==> config.mk <==
export PLATFORM = sky130hd
export DESIGN_NAME = apb_slave_bridge_n
export DESIGN_NICKNAME = d
export VERILOG_FILES = /design/src/rtl/apb_bridge_pkg.sv /design/src/rtl/apb_timeout_cnt.sv /design/src/rtl/apb_slave_bridge_n.sv
export SDC_FILE = /design/constraint.sdc
export NUM_CORES = 1
export LEC_CHECK = 0
export ABC_AREA = 1
export BUFFER_PORTS_ARGS = -buffer_cell sky130_fd_sc_hd__buf_2
export CORE_AREA = 2 2 181 183
export DETAILED_ROUTE_END_ITERATION = 10
export DIE_AREA = 0 0 183 185
export PLACE_DENSITY = 0.6
export SLEW_MARGIN = 30
export SYNTH_ARGS = -nofsm -noshare
export SYNTH_HDL_FRONTEND = slang
export SYNTH_SLANG_ARGS = --single-unit
==> constraint.sdc <==
create_clock -name CLK50M -period 3.1 [get_ports CLK50M]
set_input_delay 0.62 -clock CLK50M [delete_from_list [all_inputs] [get_ports CLK50M]]
set_output_delay 0.62 -clock CLK50M [all_outputs]
set_load 0.1 [all_outputs]
==> src/rtl/apb_bridge_pkg.sv <==
// APB bridge shared types and helpers.
// Imported by the bridge top and its timeout counter.
package apb_bridge_pkg;

  typedef enum logic [2:0] {
    IDLE,
    SETUP,
    ACCESS,
    RESP,
    DERR
  } bridge_state_t;

  localparam logic [31:0] ERR_DATA_DEF = 32'hDEAD_BEEF;
  localparam int unsigned ERR_CNT_W = 8;
  localparam int unsigned IDX_OUT_W = 4;

  function automatic int sel_w(input int n);
    int w;
    w = $clog2(n);
    return (w < 1) ? 1 : w;
  endfunction

  function automatic logic [ERR_CNT_W-1:0] sat_inc(
    input logic [ERR_CNT_W-1:0] v
  );
    logic [ERR_CNT_W-1:0] r;
    r = v;
    if (v != '1) r = v + 1'b1;
    return r;
  endfunction

endpackage

==> src/rtl/apb_timeout_cnt.sv <==
// ACCESS-phase watchdog for the APB bridge.
// expired is registered, so it trails the limit by one cycle.
module apb_timeout_cnt
  import apb_bridge_pkg::*;
#(
  parameter int unsigned TIMEOUT = 255
) (
  input  logic CLK50M,
  input  logic RSTN,
  input  logic en,
  input  logic clr,
  output logic expired
);

  localparam int unsigned CNT_W =
    (TIMEOUT < 2) ? 1 : $clog2(TIMEOUT);
  localparam logic [CNT_W-1:0] LIM =
    CNT_W'((TIMEOUT == 0) ? 0 : TIMEOUT - 1);
  localparam bit ENA = (TIMEOUT != 0);

  logic [CNT_W-1:0] cnt;
  logic             at_lim;

  assign at_lim = (cnt == LIM);

  // Counter parks at the limit instead of wrapping.
  always_ff @(posedge CLK50M or negedge RSTN) begin
    if (!RSTN) begin
      cnt     <= '0;
      expired <= 1'b0;
    end else if (clr) begin
      cnt     <= '0;
      expired <= 1'b0;
    end else if (en) begin
      if (!at_lim) cnt <= cnt + 1'b1;
      expired <= ENA && at_lim;
    end
  end

endmodule

==> src/rtl/apb_slave_bridge_n.sv <==
// APB3 bridge: one master port fanned out to NUM_SLV slaves.
// Adds decode error, watchdog timeout and sticky error status.
module apb_slave_bridge_n
  import apb_bridge_pkg::*;
#(
  parameter int unsigned NUM_SLV = 8,
  parameter int unsigned ADDR_W  = 32,
  parameter int unsigned DATA_W  = 32,
  parameter int unsigned SEL_LSB = 16,
  parameter int unsigned TIMEOUT = 255,
  parameter logic [DATA_W-1:0] ERR_DATA =
    DATA_W'(ERR_DATA_DEF)
) (
  input  logic                      CLK50M,
  input  logic                      RSTN,
  input  logic                      m_psel,
  input  logic                      m_penable,
  input  logic                      m_pwrite,
  input  logic [ADDR_W-1:0]         m_paddr,
  input  logic [DATA_W-1:0]         m_pwdata,
  output logic [DATA_W-1:0]         m_prdata,
  output logic                      m_pready,
  output logic                      m_pslverr,
  output logic [NUM_SLV-1:0]        s_psel,
  output logic                      s_penable,
  output logic                      s_pwrite,
  output logic [ADDR_W-1:0]         s_paddr,
  output logic [DATA_W-1:0]         s_pwdata,
  input  logic [NUM_SLV*DATA_W-1:0] s_prdata,
  input  logic [NUM_SLV-1:0]        s_pready,
  input  logic [NUM_SLV-1:0]        s_pslverr,
  output logic                      err_irq,
  output logic [ERR_CNT_W-1:0]      err_cnt,
  output logic [IDX_OUT_W-1:0]      err_last_idx
);

  localparam int unsigned SEL_W = sel_w(NUM_SLV);

  bridge_state_t state;

  logic [SEL_W-1:0]   idx;
  logic [SEL_W-1:0]   in_idx;
  logic               in_hit;
  logic               setup_req;
  logic [NUM_SLV-1:0] in_onehot;

  logic [DATA_W-1:0]  mux_rdata;
  logic               mux_rdy;
  logic               mux_err;

  logic               to_en;
  logic               to_clr;
  logic               to_expired;

  assign in_idx    = m_paddr[SEL_LSB +: SEL_W];
  assign in_hit    = (32'(in_idx) < NUM_SLV);
  assign setup_req = m_psel && !m_penable;
  assign in_onehot = NUM_SLV'(1) << in_idx;

  // Only the latched slave is looked at during ACCESS.
  always_comb begin
    mux_rdata = '0;
    mux_rdy   = 1'b0;
    mux_err   = 1'b0;
    for (int i = 0; i < int'(NUM_SLV); i++) begin
      if (idx == SEL_W'(i)) begin
        mux_rdata = s_prdata[i*DATA_W +: DATA_W];
        mux_rdy   = s_pready[i];
        mux_err   = s_pslverr[i];
      end
    end
  end

  assign to_en  = (state == ACCESS);
  assign to_clr = !to_en;

  apb_timeout_cnt #(
    .TIMEOUT (TIMEOUT)
  ) u_timeout (
    .CLK50M  (CLK50M),
    .RSTN    (RSTN),
    .en      (to_en),
    .clr     (to_clr),
    .expired (to_expired)
  );

  always_ff @(posedge CLK50M or negedge RSTN) begin
    if (!RSTN) begin
      state        <= IDLE;
      idx          <= '0;
      s_psel       <= '0;
      s_penable    <= 1'b0;
      s_pwrite     <= 1'b0;
      s_paddr      <= '0;
      s_pwdata     <= '0;
      m_prdata     <= '0;
      m_pready     <= 1'b0;
      m_pslverr    <= 1'b0;
      err_irq      <= 1'b0;
      err_cnt      <= '0;
      err_last_idx <= '0;
    end else begin
      unique case (state)
        IDLE: begin
          m_prdata  <= '0;
          m_pready  <= 1'b0;
          m_pslverr <= 1'b0;
          err_irq   <= 1'b0;
          if (setup_req) begin
            idx      <= in_idx;
            s_paddr  <= m_paddr;
            s_pwrite <= m_pwrite;
            s_pwdata <= m_pwdata;
            if (in_hit) begin
              s_psel <= in_onehot;
              state  <= SETUP;
            end else begin
              m_pready     <= 1'b1;
              m_pslverr    <= 1'b1;
              m_prdata     <= m_pwrite ? '0 : ERR_DATA;
              err_irq      <= 1'b1;
              err_cnt      <= sat_inc(err_cnt);
              err_last_idx <= IDX_OUT_W'(in_idx);
              state        <= DERR;
            end
          end
        end
        SETUP: begin
          s_penable <= 1'b1;
          state     <= ACCESS;
        end
        ACCESS: begin
          // Slave ready wins over a same-cycle timeout.
          if (mux_rdy) begin
            s_psel    <= '0;
            s_penable <= 1'b0;
            m_pready  <= 1'b1;
            m_pslverr <= mux_err;
            m_prdata  <= s_pwrite ? '0 : mux_rdata;
            if (mux_err) begin
              err_cnt      <= sat_inc(err_cnt);
              err_last_idx <= IDX_OUT_W'(idx);
            end
            state <= RESP;
          end else if (to_expired) begin
            s_psel       <= '0;
            s_penable    <= 1'b0;
            m_pready     <= 1'b1;
            m_pslverr    <= 1'b1;
            m_prdata     <= ERR_DATA;
            err_irq      <= 1'b1;
            err_cnt      <= sat_inc(err_cnt);
            err_last_idx <= IDX_OUT_W'(idx);
            state        <= RESP;
          end
        end
        RESP, DERR: begin
          m_prdata  <= '0;
          m_pready  <= 1'b0;
          m_pslverr <= 1'b0;
          err_irq   <= 1'b0;
          state     <= IDLE;
        end
        default: state <= IDLE;
      endcase
    end
  end

endmodule
Word level (Yosys, flattened, before mapping). Index checks and enable logic that the tools add are counted.

Logic and storage cells: 109. Bits in writable memories: 0. Memories: 0. Input port bits: 341. Flip-flop bits (word level): 136. Memory bits (read-only): 0. Latch bits: 0. Output and inout port bits: 121.

Equal/unequal tests: 19. Multiplexer cells: 56. Shift operators: 1. Bitwise operators: 0. Magnitude comparators: 0. Div/mod/pow operators: 0. Reductions and logical operators: 16. $mul: 0. Add/subtract/negate cells: 2.

Operators with widths (number): 32-bit 2-to-1 mux (11); 8-bit 2-to-1 mux (9); 32-bit one-hot mux with 2 select lines (1); 1-bit 2-to-1 mux (23); 8-bit by 1-bit adder with 8-bit output, second input constant (2); 8-bit one-hot mux with 2 select lines (1); 3-bit equality test, second input constant (5); 3-bit by 2-bit equality test with 1-bit output, second input constant (4); 4-bit 2-to-1 mux (3); 3-bit 2-to-1 mux (3); 3-bit one-hot mux with 3 select lines (1); 3-bit AND reduction (3); 8-bit equality test, second input constant (1); 8-bit != test, second input constant (1); 1-bit one-hot mux with 2 select lines (4); 2-bit AND reduction (4); 2-bit nonzero test (4); 1-bit by 3-bit left shift with 8-bit output, first input constant (1); 3-bit by 1-bit equality test with 1-bit output, second input constant (2); 3-bit zero test (2); 2-bit != test, second input constant (3); 2-bit by 1-bit != test with 1-bit output, second input constant (2); 3-bit by 2-bit != test with 1-bit output, second input constant (1); 3-bit OR reduction (1); other kinds (2) (2).

Depth between registers and ports, before layout.
Depth in word-level cells: 12. Depth in mapped cells: 14. Depth with buffers taken out: 13.

By module. From an unflattened synthesis, not the netlist that was laid out.

Cell total of the unflattened synthesis: 1103. Area, all modules: 8021.4 um^2.

By module, submodules not included: apb_slave_bridge_n (cells an instance 1030, seq. area each 3052.9 um^2, instances 1, area an instance 7489.7 um^2); apb_timeout_cnt (cells an instance 73, seq. area each 225.2 um^2, instances 1, area an instance 531.8 um^2).

Worst setup path before layout. Ideal clock, no wire load.

Kind: register to register. Start point: register, netlist name s_paddr[16]. End point: register m_prdata[10]. Stages on the path, launching flop included: 11. Data arrival time: 2485 ps. Path buffers: 2. Setup slack: 482 ps. Period minus slack after synthesis: 2618 ps. Data required time: 2968 ps. Path through: dfrtp_1 buf_4 inv_2 nor3_4 inv_2 or2_0 nand2_1 nand2_2 nand2_2 clkbuf_1 o21ai_1.

RTL lines: end signal, assigned (line apb_slave_bridge_n.sv:120) `m_prdata <= m_pwrite ? '0 : ERR_DATA;`; end signal, assigned (line apb_slave_bridge_n.sv:139) `m_prdata <= s_pwrite ? '0 : mux_rdata;`; end, declared (line apb_slave_bridge_n.sv:21) `output logic [DATA_W-1:0] m_prdata,`.

==> results.txt <==
The number of remaining DRC errors came out at 0. STA classifies the critical path endpoint as a flop. The fraction of registers with async set or reset after synthesis is between 90% and 100%.

The Yosys step of the flow raised 0 warnings. The total CTS buffers came out at 17. The initial antenna violation count came out at 6.

The part of the Yosys area used for sequential elements came out at around two fifths. Static timing analysis puts the maximum clock frequency at 368 MHz. Headroom to the max-slew limit came out at 56.3%. The number of rows in the core area came out at 66. The largest total area in the synthesized netlist belongs to dfrtp_1. The via count of the first global-routing pass came out at ~9000. The clock latency at the later pin of the worst-skew pair came out at approximately 430 ps. The first global-routing pass estimated 52.8 mm of wire.

Of the cells placed in the final design, the portion with a size suffix greater than 1 is 39.3%. The average footprint of a synthesized cell came out at 7.29 um2. The total wire length is 36.2 mm. The total global routing track utilization came out at 21.0%.

Global routing finished with a remaining overflow of 0. The largest clock skew in the final design is 18.0 ps. The clock transition at the registers of the reported paths came out at about 70 ps. Entering global routing, the biggest net connects slightly below 70 pins. In this run the critical register-to-register path is captured at err_cnt[6]. The tree is rooted in a clkbuf_16.

The worst reg2reg path depth is 11. In this run the register-to-register setup slack is approximately 380 ps. Yosys attributes the largest share of cell area to dfrtp_1, nand2_1, mux2_2. The mean number of vias per cell came out at between 4 and 5.

After detailed routing, the average wire length per cell comes to 18.5 um. The arrival time at the worst endpoint is ~3000 ps. The flow ran to the end, and the final reports show no timing, DRC or antenna violations.

The tool flagged a number of max-cap violations equal to 0. The number of vias after detailed routing is 9101. The die covers 0.0339 mm2.

In the synthesized netlist, the cells that appear most often are nand2_1, nor2_1, dfrtp_1. In the synthesized netlist the dominant register cell turns out to be dfrtp_1. The startpoint identified for the worst register-to-register timing path is s_paddr[17]. The number of buffers on the longest clock path is 2. TritonCTS built the clock tree.

The maximum level of the CTS H-tree is 4. In the final timing run, aggregate negative setup slack is 0 ps. The required arrival time at the worst endpoint is between 3000 and 4000 ps. In this run the worst setup path begins at s_paddr[17].

The post-route clock period utilization is 87.8%. STA classifies the critical path startpoint as a flop. The post-synthesis cell area came out at 0.00788 mm2. The number of flops mapped to enable cells by yosys came out at 0. The starting density of the core came out at 24.6%. Synthesis produced a netlist whose cell count is 1081.

The number of hold buffers added after cts came out at 0. Post-CTS timing repair inserted 0 buffers for setup. From left edge to right edge, the die measures 183 um.

The number of nets in the final layout came out at 1874. The critical path is of the flop to flop type. The max-slew violation count is 0.

Setup violations remaining at the end of the flow were counted as 0. After synthesis, the largest area contributor takes up a little over two fifths of total cell area. The floorplan die height came out at 185 um.

The post-synthesis net count is 1428. Synthesis inferred 131 register bits. The most critical setup path has its endpoint at err_cnt[6]. In this run the tool buffered the top-level ports with 460 buffer cells. The count of fill cells added during filler insertion came out at 3510. The post-placement worst setup slack came out at 438 ps.

Among all cell types in the netlist, the one instantiated most often is nand2_1. Setup repair after global routing left no endpoint under its margin. The DRC violation total after the first TritonRoute iteration came out at 557. The synthesized netlist contains 31 unique library cells.

~460 I/O pins were placed. The final critical-path required period is 2720 ps. In this run the worst path has a maximum fanout of 15. Once the clock tree was built, the resizer swapped 0 gates to a different size. The hold violation total from the final report is 0.

The path category of the worst min-delay check is primary input to asynchronous set/reset pin. Once detail routing completed, the nets flagged for antenna violations numbered 0. The clock drives roughly 130 sinks.

Compared with the post-synthesis result, the final layout area differs by 43.2%. The worst setup slack after layout came out at 379 ps. Once detailed placement completed, the half-perimeter wirelength came to 29.1 mm. At the end of routability-driven placement, the weighted congestion stood at 0.955.

The first detailed-routing pass ran for 5 iterations. The core area came out at between 0.03 and 0.04 mm2. For the pin with the worst max-slew slack, the measured transition is 655 ps.
state kept, by name, summed over array words and instances (netlist names), 2 cells and up:
name           cells
state              2
s_psel             8
u_timeout.cnt      8
err_cnt            8
err_last_idx       3
s_paddr           32
s_pwdata          32
m_prdata          32
layout by cell type (no fill, tap or decap), drive strengths merged, types with 7 or more instances in the layout:
| cell type | instances |
|---|---|
| buf | 491 |
| nand2 | 337 |
| nor2 | 151 |
| dfrtp | 131 |
| inv | 81 |
| nand4 | 69 |
| nand3 | 66 |
| mux2 | 62 |
| o21ai | 49 |
| a21oi | 40 |
| clkbuf | 18 |
| or2 | 9 |
| nor3 | 8 |
| clkinv | 7 |
per-stage QoR:
step	cells	utilization, %	hold slack [ps]	instance area, um2
floorplan	1081	-	324	7880
detailed placement	1916	33.4	466	10700
CTS	1948	35.2	208	11300
finish	1951	35.2	192	11300
global placement	1916	33.4	464	10700
global route	1948	35.2	224	11300
worst max-delay path, cell delays in order, from the launching register on:
cell and delay [ps]:
dfrtp_1 600, nor2_2 200, buf_4 190, nand2_1 210
nor2_1 200, inv_1 60, nand4_1 90, nand2_1 130
nand2_1 420, nand3_1 300, nand2_1 140, nand2_1 50
logic make-up after synthesis:
kind of cell               count (synthesis)  synth area share [%]
muxes                                     62                  8.86
other                                      1                0.0476
adders and majority gates                  6                 0.953
DFF                                      131                  41.6
xor gates and xnor gates                   4                 0.445
and+or+nand+nor                          642                  34.7
buffers and inverters                    143                  7.39
AOI/OAI and AO/OA                         92                  5.97
final cells by class:
type                            count  area [um2]  share of cell area, %
Tap cell                          408         510                   4.53
Clock inverter                     14         150                   1.33
Inverter                           79         297                   2.63
Clock buffer                       18         429                   3.80
Multi-Input combinational cell    807        4030                   35.7
Antenna cell                        3        7.51                 0.0665
Sequential cell                   131        3280                   29.1
Timing Repair Buffer              491        2580                   22.9
how the worst min path moves through the flow:
stage                                from         endpoint  cells past startpoint
after floorplan                      RSTN       err_cnt[0]                      0
after global placement    err_last_idx[2]  err_last_idx[2]                      2
after detailed placement      m_prdata[6]      m_prdata[6]                      2
after CTS                            RSTN     m_prdata[28]                      1
after global routing                 RSTN     m_prdata[15]                      1
final                                RSTN     m_prdata[15]                      1
per-layer routing:
| layer | vias up | share of wire [%] | global-route usage (%) |
|---|---|---|---|
| met5 | - | 0.11 | 0 |
| met4 | 6 | 2.7 | 6.91 |
| met2 | 390 | 49 | 36.6 |
| li1 | 4425 | - | - |
| met3 | 54 | 8.0 | 6.00 |
| met1 | 4226 | 40 | 24.7 |
Power is left out: the tool's default activity adds up to more than one toggle a clock period on the data nets, which glitch-free logic cannot reach.
